--- src/rtl/ring_phase_step_detector.sv ---
// Recovers the per-sample phase step of a 16-bit ring counter stream and flags lock once the step is stable; RING_STEP_AVG_EN reports a 4-step mean instead.
// Latency: step_out/step_valid/wrap_pulse/range_err register one cycle after the phase_valid sample.
// Backpressure: none; phase_valid is accepted every cycle and idle gaps hold state.
module ring_phase_step_detector #(
    parameter int               WIDTH      = 16,
    parameter logic [WIDTH-1:0] START_VAL  = WIDTH'(8191),
    parameter logic [WIDTH-1:0] END_VAL    = WIDTH'(57344),
    parameter bit               DIRECTION  = 1'b0,
    parameter int               LOCK_COUNT = 4
) (
    input  logic             CLK,
    input  logic             SCLR,
    input  logic [WIDTH-1:0] phase_in,
    input  logic             phase_valid,
    output logic [WIDTH-1:0] step_out,
    output logic             step_valid,
    output logic             wrap_pulse,
    output logic             locked,
    output logic             range_err
);

    localparam int EW = WIDTH + 2;
    localparam logic [WIDTH-1:0] LO_RAW = DIRECTION ? START_VAL : END_VAL;
    localparam logic [WIDTH-1:0] HI_RAW = DIRECTION ? END_VAL : START_VAL;
    localparam logic signed [EW-1:0] LO = {{2{LO_RAW[WIDTH-1]}}, LO_RAW};
    localparam logic signed [EW-1:0] HI = {{2{HI_RAW[WIDTH-1]}}, HI_RAW};
    localparam logic signed [EW-1:0] RANGE_SIZE = HI - LO + EW'(1);

    typedef enum logic [1:0] {IDLE, TRACK, LOCKED} state_t;

    state_t                  state_q, state_d;
    logic signed [EW-1:0]    prev_q, prev_d;
    logic [WIDTH-1:0]        last_q, last_d;
    logic [3:0]              match_q, match_d;
    logic [WIDTH-1:0]        step_out_d;
    logic                    step_valid_d, wrap_d, range_err_d;

    logic signed [EW-1:0]    cur, diff;
    logic                    legal, wrap;
    logic [WIDTH-1:0]        step_raw;

`ifdef RING_STEP_AVG_EN
    logic [WIDTH-1:0]        hist_q [4];
    logic [WIDTH-1:0]        hist_d [4];
    logic [EW-1:0]           acc_q, acc_d;
    logic [2:0]              fill_q, fill_d;
`endif

    assign cur      = {{2{phase_in[WIDTH-1]}}, phase_in};
    assign legal    = (cur >= LO) && (cur <= HI);
    assign diff     = DIRECTION ? (cur - prev_q) : (prev_q - cur);
    // A negative difference means the ring wrapped between samples.
    assign wrap     = diff[EW-1];
    assign step_raw = WIDTH'(wrap ? (diff + RANGE_SIZE) : diff);

    always_comb begin
        state_d      = state_q;
        prev_d       = prev_q;
        last_d       = last_q;
        match_d      = match_q;
        step_out_d   = step_out;
        step_valid_d = 1'b0;
        wrap_d       = 1'b0;
        range_err_d  = 1'b0;
`ifdef RING_STEP_AVG_EN
        hist_d       = hist_q;
        acc_d        = acc_q;
        fill_d       = fill_q;
`endif
        if (phase_valid) begin
            if (!legal) begin
                range_err_d = 1'b1;
            end else if (state_q == IDLE) begin
                prev_d  = cur;
                state_d = TRACK;
            end else begin
                prev_d = cur;
                last_d = step_raw;
                if (step_raw != last_q) begin
                    match_d = 4'd1;
                    state_d = TRACK;
                end else if (state_q == TRACK) begin
                    match_d = match_q + 4'd1;
                    if (match_d == 4'(LOCK_COUNT))
                        state_d = LOCKED;
                end
`ifdef RING_STEP_AVG_EN
                // Running sum: add the newest step, drop the one leaving the window.
                acc_d     = acc_q + EW'(step_raw) - EW'(hist_q[3]);
                hist_d[0] = step_raw;
                hist_d[1] = hist_q[0];
                hist_d[2] = hist_q[1];
                hist_d[3] = hist_q[2];
                fill_d    = (fill_q == 3'd4) ? 3'd4 : fill_q + 3'd1;
                if (fill_d == 3'd4) begin
                    step_valid_d = 1'b1;
                    wrap_d       = wrap;
                    step_out_d   = acc_d[EW-1:2];
                end
`else
                step_valid_d = 1'b1;
                wrap_d       = wrap;
                step_out_d   = step_raw;
`endif
            end
        end
    end

    always_ff @(posedge CLK) begin
        if (SCLR) begin
            state_q    <= IDLE;
            prev_q     <= '0;
            last_q     <= '0;
            match_q    <= '0;
            step_out   <= '0;
            step_valid <= 1'b0;
            wrap_pulse <= 1'b0;
            range_err  <= 1'b0;
`ifdef RING_STEP_AVG_EN
            hist_q     <= '{default: '0};
            acc_q      <= '0;
            fill_q     <= '0;
`endif
        end else begin
            state_q    <= state_d;
            prev_q     <= prev_d;
            last_q     <= last_d;
            match_q    <= match_d;
            step_out   <= step_out_d;
            step_valid <= step_valid_d;
            wrap_pulse <= wrap_d;
            range_err  <= range_err_d;
`ifdef RING_STEP_AVG_EN
            hist_q     <= hist_d;
            acc_q      <= acc_d;
            fill_q     <= fill_d;
`endif
        end
    end

    assign locked = (state_q == LOCKED);

endmodule

--- config.mk ---
export PLATFORM = sky130hd
export DESIGN_NAME = ring_phase_step_detector
export DESIGN_NICKNAME = d
export VERILOG_FILES = /design/src/rtl/ring_phase_step_detector.sv
export SDC_FILE = /design/constraint.sdc
export NUM_CORES = 1
export LEC_CHECK = 0
export CAP_MARGIN = 40
export CORE_AREA = 2 2 83 85
export DETAILED_ROUTE_END_ITERATION = 6
export DIE_AREA = 0 0 85 87
export HOLD_SLACK_MARGIN = 0.1
export PLACE_DENSITY = 0.71
export SYNTH_ARGS = -nofsm -noshare
export SYNTH_HDL_FRONTEND = slang
export SYNTH_SLANG_ARGS = --single-unit
--- constraint.sdc ---
create_clock -name CLK -period 4.5 [get_ports CLK]
set_input_delay 0.9 -clock CLK [delete_from_list [all_inputs] [get_ports CLK]]
set_output_delay 0.9 -clock CLK [all_outputs]
set_load 0.05 [all_outputs]
== Word-level counts from Yosys, hierarchy flattened ==
Index checks and enable logic that the tools add are counted.

* Bits in registers: 41
* Bits in latches: 0
* Memory bits (writable): 0
* Memory bits (read-only): 0
* Output and inout bits: 20
* Word-level logic and storage cells: 40
* Memories: 0

* Add/sub/neg operators: 3
* Multipliers: 0
* Divide/modulo/power cells: 0
* Magnitude comparators: 2
* Eq/ne operators: 4
* Shift operators: 0
* Mux-type cells: 9
* Bitwise operators: 3
* Reduce and logical (&&, ||, !) cells: 12

{| class="wikitable"
|+ Operators with widths
! operator !! count
|-
| subtractor 16 x 16 -> 17 bit || 1
|-
| adder 16 bit, second input constant || 1
|-
| greater-or-equal comparator 16 x 14 -> 1 bit, second input constant || 1
|-
| <= comparator 16 x 14 -> 1 bit, second input constant || 1
|-
| 2-to-1 mux 16 bit || 1
|-
| inequality test 16 bit || 1
|-
| 2-to-1 mux 2 bit || 4
|-
| 2-to-1 mux 4 bit || 2
|-
| AND reduction 4 bit || 2
|-
| nonzero test 3 bit || 2
|-
| adder 4 x 1 -> 4 bit, second input constant || 1
|-
| equality test 4 x 3 -> 1 bit, second input constant || 1
|-
| OR reduction 4 bit || 1
|-
| NOT 1 bit || 3
|-
| AND reduction 3 bit || 1
|-
| OR reduction 3 bit || 1
|-
| equality test 2 x 1 -> 1 bit, second input constant || 1
|-
| equality test 2 bit, second input constant || 1
|-
| logical NOT 2 bit || 1
|-
| 2-to-1 mux 1 bit || 2
|-
| AND reduction 2 bit || 1
|-
| nonzero test 2 bit || 1
|-
| OR reduction 2 bit || 1
|-
| logical AND 1 bit || 1
|}

== Logic depth before layout (Yosys ltp) ==
* Depth after elaboration: 6
* Gate-level depth with buffers: 12
* Mapped depth without buffers: 12

== Least setup slack after synthesis ==
OpenSTA, ideal clock, no wires.

* Kind: input-to-reg
* Start: input phase_in[0]
* End: register state_q[0]
* Arrival: 3,481 ps
* Required time: 4,381 ps
* Slack: 901 ps
* Cell stages on the path: 11
* Path buffers: 0
* Cells stage by stage: ha_1 fa_1 xnor2_1 xnor2_1 o21ai_0 or4_1 nor2_1 nand4_1 nor4b_4 nand3_2 o221a_1

* Cells in the longest elaborated chain, start to end: 6
* Elaborated cells on any way between the ends: 12
* Classes of those cells: add/sub (2); order compare (2); eq/ne (1); mux (3); reduce/logical (4)

{| class="wikitable"
|+ RTL lines
! what !! line !! RTL
|-
| start: declaration || 13 || <nowiki>input logic [WIDTH-1:0] phase_in,</nowiki>
|-
| subtractor 16 x 16 -> 17 bit || 51 || <nowiki>assign diff = DIRECTION ? (cur - prev_q) : (prev_q - cur);</nowiki>
|-
| adder 16 bit || 54 || <nowiki>assign step_raw = WIDTH'(wrap ? (diff + RANGE_SIZE) : diff);</nowiki>
|-
| 2-to-1 mux 16 bit || 54 ||
|-
| inequality test 16 bit || 79 || <nowiki>if (step_raw != last_q) begin</nowiki>
|-
| nonzero test 3 bit (no source line) or 2-to-1 mux 2 bit (tied branches) || -- ||
|-
| AND reduction 4 bit (no source line) or 2-to-1 mux 2 bit (tied branches) || -- ||
|-
| end signal: assignment || 125 || <nowiki>state_q <= state_d;</nowiki>
|-
| end: declaration || 31 || <nowiki>state_t state_q, state_d;</nowiki>
|}

Several ways; a longest one is shown, not always the timed one.
A chain may end at the register's enable or synchronous reset.

== Worst setup path in the final report ==
Ends and elaborated chain as after synthesis.

==> impl_metrics.yaml <==
status:
  status: "finished, final reports clean"
clocking:
  cts_buffers: 5
  cts_setup_buffers: 0
  clock_latency_ns: 0.31
  hold_buffers: 0
  cts_sinks: 41
  root_buffer: "clkbuf_8"
  clkSlewWorstSetupHoldPaths_ns: 0.09
  cts_buffer_depth: 2
  htreeDepth: 2
  post_cts_resized: 0
  tritoncts: "done"
setup_path:
  timing.rr.end: "state_q[0]"
  crit_fanout: 3
  reg2reg_slack_ns: 1.08
  startpoint: "phase_in[0]"
  arrival_ns: 4.35
  path_buf_inv: 1
  r2r_cells: 12
  cp_slowest_cell: "or4_1"
  startpoint_type: "input port"
  critPathRequiredTime_ns: 4.71
  path_cells: "clkdlybuf4s50_1 > ha_1 > fa_1 > xnor2_1 > xnor2_1 > o21ai_0 > or4_1 > nor2_1 > nand4_1 > nor4b_1 > a41oi_1 > o221a_1"
  crit_top_cell: "xnor2_1"
  reg2reg_from: "prev_q[0]"
  max_stage_delay_ns: 0.53
  cp-end-kind: "register"
  crit_type: "in -> reg"
  path_delay_family: "simple AND/OR/NAND/NOR gates"
worst_hold_path:
  holdPathEnd: "prev_q[0]"
  min_path_type: "reg -> reg"
  min_delay_path_depth: 2
  hp-start: "prev_q[0]"
sta:
  slew_violations: 0
  finalHoldViolations: 0
  finalCriticalPeriod_ns: 4.14
  max_freq_ghz: 0.242
  holdWs_ns: 0.458
  rsz0062_at_grt: "no"
  setup_viol: 0
  tightest_slew_ns: 0.856
  fin_tns_setup_ns: 0
  slew_headroom_pct: 42.7
  post-route-period-util_pct: 91.9
  skew_ns: 0.00959
floorplanning:
  io_pins: 39
  die_w_um: 85
  die_y_um: 87
  num_rows: 30
  core_um2: 6570
  floorplan.initialDensity_pct: 47.9
  dieArea_um2: 7400
finish:
  fin_nets: 486
  areaGrowthSynthToFinish_pct: 19.1
  layout-drive-gt1-share_pct: 7.14
  insertedDiodeCount: 0
synthesis:
  ys_seq_area_share_pct: 26.1
  synth_most_common_cell: "nand2_1"
  synth_area_per_cell_um2: 7.64
  syn_nets: 451
  synthArstFlopShare_pct: 0
  synth.top_cells.by_area: "dfxtp_1, nand2_1, ha_1"
  netlist_top_cells_count: "nand2_1, dfxtp_1, a21oi_1, nor2_1, inv_1"
  synth-seq-cells: 41
  yosysTopAreaCell: "dfxtp_1"
  netlist.area_leader.share_pct: 26.1
  syn_inst: 412
  syn_area_um2: 3150
  yosysUniqueCellTypes: 66
  ys.flop_type: "dfxtp_1"
  yosysWarnings: 0
  synth_edf_count: 0
power_and_ir_drop:
  peakVddDrop_uv: 147
  power_per_cell_area_nw_per_um2: 261
  leakagePower_uw: 0.00152
placement:
  portBuffers: 38
  hpwlAfterDp_mm: 6.03
  gp_congestion: 0.879
routing:
  drcViolationCount: 0
  firstDrtPassIters: 4
  vias_per_cell: 5.73
  ant_nets: 0
  drt_iter0_drc: 247
  drt-total-wl_mm: 8.20
  via_count: 3028
  routedWlPerCell_um: 15.5
global_route:
  grt_pass1_vias: 2754
  overflow: 0
  antenna_found_initial: 0
  grt_use_total_pct: 22.4
  grt_max_degree: 21
  grt_pass1_wl_mm: 13.3
flow_run:
  cap_viol_max_count: 0
[cells by family (layout without fill, tap and decap cells)]
family	after synthesis	in the layout	synth area share [%]
muxes	2	2	0.636
DFF	41	41	26.1
AOI/OAI and AO/OA	111	111	24.3
adders and majority gates	20	20	8.18
buffers and inverters	44	80	5.52
and+or+nand+nor	167	167	26.9
xor gates and xnor gates	27	27	8.38
[layout by cell type (no fill, tap or decap), types with 6 or more instances in the layout]
cell	n
nand4_1	6
xnor2_1	13
buf_4	9
and2_1	7
ha_1	19
nand2_1	70
o2111ai_1	6
dfxtp_1	41
nand3_1	7
o21a_1	7
xor2_1	12
a21oi_1	37
inv_1	25
o21ai_0	14
nor3_1	6
clkdlybuf4s50_1	38
nor2_1	33
[worst reg2reg max path, delay by kind of cell (launching register included)]
kind | cells | cell delay, ns
and+or+nand+nor | 4 | 1.33
adders and majority gates | 2 | 0.64
AOI/OAI and AO/OA | 3 | 0.57
xor gates and xnor gates | 2 | 0.42
DFF | 1 | 0.33
buffers and inverters | 1 | 0.06
[power breakdown]
| part | internal (µW) | switching (µW) |
|---|---|---|
| Sequential | 370 | 5.54 |
| Combinational | 99.8 | 136 |
| Clock | 221 | 147 |
| Total | 691 | 289 |
[through the flow]
stage                     area (µm²)  total power, µW  setup WS (ns)  util (%)  std cells
after floorplan                 3150              552          0.901         -        412
after global placement          3620              614          0.229      55.1        520
after detailed placement        3620              617          0.109      55.1        520
after CTS                       3750              982          0.420      57.1        528
after global routing            3750             1020          0.238      57.1        528
final                           3750              979          0.363      57.1        528
[how the worst max path moves through the flow]
stage,cells after the start,endpoint,slack [ns]
after floorplan,11,state_q[0],0.90
after global placement,12,state_q[0],0.23
after detailed placement,12,state_q[0],0.11
after CTS,12,state_q[0],0.42
after global routing,12,state_q[0],0.24
final,12,state_q[0],0.36
[flip-flops by register name, summed over array words and instances, names as in the netlist]
register    count
range_err       1
match_q         4
last_q         16
step_valid      1
wrap_pulse      1
prev_q         16
state_q         2
[layout make-up]
class | count | area [µm²]
Tap cell | 80 | 100
Multi-Input combinational cell | 327 | 2150
Clock inverter | 3 | 65.1
Clock buffer | 5 | 68.8
Fill cell | 632 | 2820
Timing Repair Buffer | 47 | 448
Sequential cell | 41 | 821
Inverter | 25 | 93.8
[layer usage]
layer  GRT usage (%)  up-vias  routed length, µm
li1                -     1529                  -
met1            31.0     1410               3890
met3            3.70       11                416
met5               0        -                  0
met2            36.0       78               3760
met4            6.20        0                127
Note: power is estimated with default switching activity, not from simulation.
